File: src/rtl/stack_pointer.sv
// 8-bit stack pointer for the TTM4 emulator datapath: steps up/down on each
// falling edge of the SPC strobe, or loads its low nibble from STOREBUS.
module stack_pointer #(
  parameter int unsigned             SP_W   = 8,
  parameter int unsigned             BUS_W  = 4,
  parameter logic [SP_W-1:0]         SP_RST = 8'hFF
) (
  input  logic             CLK,
  input  logic             RST,
  input  logic             nSK_EN,
  input  logic             SP_D_nU,
  input  logic             SPC,
  output logic [SP_W-1:0]  SP,
  input  logic [BUS_W-1:0] STOREBUS
);

  localparam logic [SP_W-1:0] ONE = {{(SP_W-1){1'b0}}, 1'b1};

  logic spc_q;
  logic strobe;

  // A strobe is a 1->0 transition of SPC, so holding SPC low acts only once.
  assign strobe = spc_q & ~SPC;

  always_ff @(posedge CLK or posedge RST) begin
    if (RST) begin
      SP    <= SP_RST;
      spc_q <= 1'b1;
    end else begin
      spc_q <= SPC;
      if (strobe) begin
        if (!nSK_EN) begin
          SP <= SP_D_nU ? (SP - ONE) : (SP + ONE);
        end else begin
          SP[BUS_W-1:0] <= STOREBUS;
        end
      end
    end
  end

endmodule

File: config.mk
export PLATFORM = sky130hd
export DESIGN_NAME = stack_pointer
export DESIGN_NICKNAME = d
export VERILOG_FILES = /design/src/rtl/stack_pointer.sv
export SDC_FILE = /design/constraint.sdc
export NUM_CORES = 1
export LEC_CHECK = 0
export ABC_AREA = 1
export CAP_MARGIN = 10
export CORE_MARGIN = 2
export CORE_UTILIZATION = 44
export CTS_CLUSTER_DIAMETER = 100
export DETAILED_ROUTE_END_ITERATION = 8
export GPL_TIMING_DRIVEN = 0
export PLACE_DENSITY_LB_ADDON = 0.08
export SLEW_MARGIN = 40
export SYNTH_ARGS = -nofsm -noshare
export SYNTH_HDL_FRONTEND = slang
export SYNTH_SLANG_ARGS = --single-unit
File: constraint.sdc
create_clock -name CLK -period 3.05 [get_ports CLK]
set_input_delay 0.305 -clock CLK [delete_from_list [all_inputs] [get_ports CLK]]
set_output_delay 0.305 -clock CLK [all_outputs]
set_load 0.005 [all_outputs]
==> impl_metrics.ini <==
[yosys]
synthFlopType = dfstp_2
ys_async_sr_fraction_pct = 100
synth_cell_types = 19
postSynthCellCount = 98
synth_area_um2 = 729
synth_fp_nets = 114
ys_ff_latch = 9
synth-seq-area-share_pct = 32.4
synth-warning-count = 0
synth_edf_count = 0
synth_area_per_cell_um2 = 7.44

[drt]
via_count = 684
dr.pass1.iters = 2
drc_errors = 0
top_layer_used = met4
routedWlPerCell_um = 11.8
detail-route-antenna-nets = 0
routed-wl-met3_um = 36
wl_met2_um = 748
via_per_inst = 5.10
drt_iter0_drc = 6
routed_wl_mm = 1.58
wl_met1_um = 726

[finish]
area_growth_pct = 28.3
nets = 135
drive_gt1_share_pct = 17.8
antenna_cells = 0
fin_cells = 134

[worst_setup_path]
arrival_ps = 2140
end_kind = flop
crit_path_start_kind = input pin
worstPathMaxFanout = 8
crit_required_ps = 3240
worstSetupPathType = input pin to flop

[timing]
hold_violations = 0
post-route-period-util_pct = 63.8
max_slew.worst_pin.slew_ps = 356
fin_crit_ps = 1950
setup_ws_ps = 1100
rsz0062_at_grt = no
fin_setup_tns_ps = 0
relSlewSlack_pct = 76.2
fmax_mhz = 514
finalSetupViolCount = 0
slew_viol_final = 0
finClkSkew_ps = 2.25

[clocking]
clkTransAtPathRegs_ps = 60
cts.sinks = 9
htree_levels = 1
numCtsBuffers = 3
cts_setup_buffers = 0
clockBufferDepth = 2
ctsHoldBuffers = 0
root_buffer = clkbuf_4
cts_tree = yes
cts_resized = 0
clock_latency_ps = 260

[grt]
gr-total-overflow = 0
grt_pass1_vias = 668
track_usage_pct = 19.6
grt_max_degree = 10
grt_pass1_wl_mm = 2.73
antenna_found_initial = 0

[die]
design.core.area_um2 = 1520
dieHeight_um = 44.7
boundaryPins = 17
fp-row-count = 14
start_util_pct = 47.9
dieArea_um2 = 2000
die_x_um = 44.7

[placement]
port_buffers = 16
dpl.cell_count = 130
dp_hpwl_mm = 1.29
gp_congestion = 0.797
dp_slack_ps = 842

[hold_path]
hold_path_class = flop to flop

[power_and_ir_drop]
p_per_area_nw_per_um2 = 703
irDropWorstVdd_uv = 376
totalPowerFinal_uw = 658
p_leak_nw = 0.467

[run_status]
status = finished, final reports clean

[flow_run]
max-cap-violations = 0
routing by layer:
metal,vias to the layer above,GRT usage [%]
li1,356,-
met4,0,18.2
met2,13,30.4
met5,-,0
met3,7,1.60
met1,308,23.8
sequential cells by signal (all words and copies together), names as in the netlist:
name / flops
SP: 8
spc_q: 1
power breakdown:
group	switching (mW)	total [mW]	internal [mW]
clock	0.0419	0.0923	0.0504
combinational	0.172	0.349	0.177
sequential	0.0356	0.216	0.181
cells in the mapped netlist (2+ instances only):
library cell	number	area [um2]
a21oi_2	2	17.5
nand3_1	9	45.0
nor2_1	4	15.0
ha_1	6	75.1
nand2_1	30	113
inv_2	2	7.51
inv_1	15	56.3
nor2_4	2	22.5
a21oi_1	5	25.0
dfstp_2	9	236
or2_4	2	17.5
o21ai_1	4	20.0
nand3b_1	2	15.0
worst max-delay path, cell delays in order:
cell and delay (ps):
clkdlybuf4s50_1 680, inv_1 110, fa_1 470, inv_1 70, nand2_1 50, nand2_1 100
nand3b_2 100, nand2_1 80, nand2_1 50, nand3_1 60, nand2_1 70
cells by family after synthesis:
group / share of synthesized area (%)
and+or+nand+nor: 32.8
buffers and inverters: 8.75
AOI/OAI and AO/OA: 10.6
DFF: 32.4
adders and majority gates: 13.0
xor gates and xnor gates: 2.40
cells in the final DEF (no fill, tap or decap), drive strengths merged:
master         instances
o21a                   1
nand2                 30
ha                     6
or2                    2
fa                     1
clkbuf                 4
a22oi                  1
a21oi                  7
nand3b                 3
xor2                   1
nor2                   6
xnor2                  1
o21ai                  4
inv                   17
dfstp                  9
nand3                  9
clkdlybuf4s50         16
final cells by class:
cell class	instances	area, um2
Tap cell	16	20.0
Fill cell	144	588
Sequential cell	9	236
Clock buffer	4	26.3
Inverter	17	63.8
Multi-Input combinational cell	72	429
Timing Repair Buffer	16	160
metrics by stage:
stage / hold WS, ps / utilization (%) / area (um2)
3_3_place_gp: 476 / 59.7 / 910
3_5_place_dp: 479 / 59.7 / 910
6_report: 484 / 61.4 / 936
4_1_cts: 488 / 61.4 / 936
2_1_floorplan: 309 / - / 729
5_1_grt: 527 / 61.4 / 936
path summary, 6_finish.rpt:
path	depth (start not counted)	from	slack (ps)	to
min reg2reg	2	SP[4]	480	SP[4]
max reg2reg	10	SP[0]	1330	SP[6]
max in group asynchronous	2	RST	2460	SP[7]
min in group asynchronous	2	RST	570	SP[3]
min	2	SP[4]	480	SP[4]
max	11	SP_D_nU	1100	SP[6]
No activity file was read; power rests on OpenSTA's default activity.
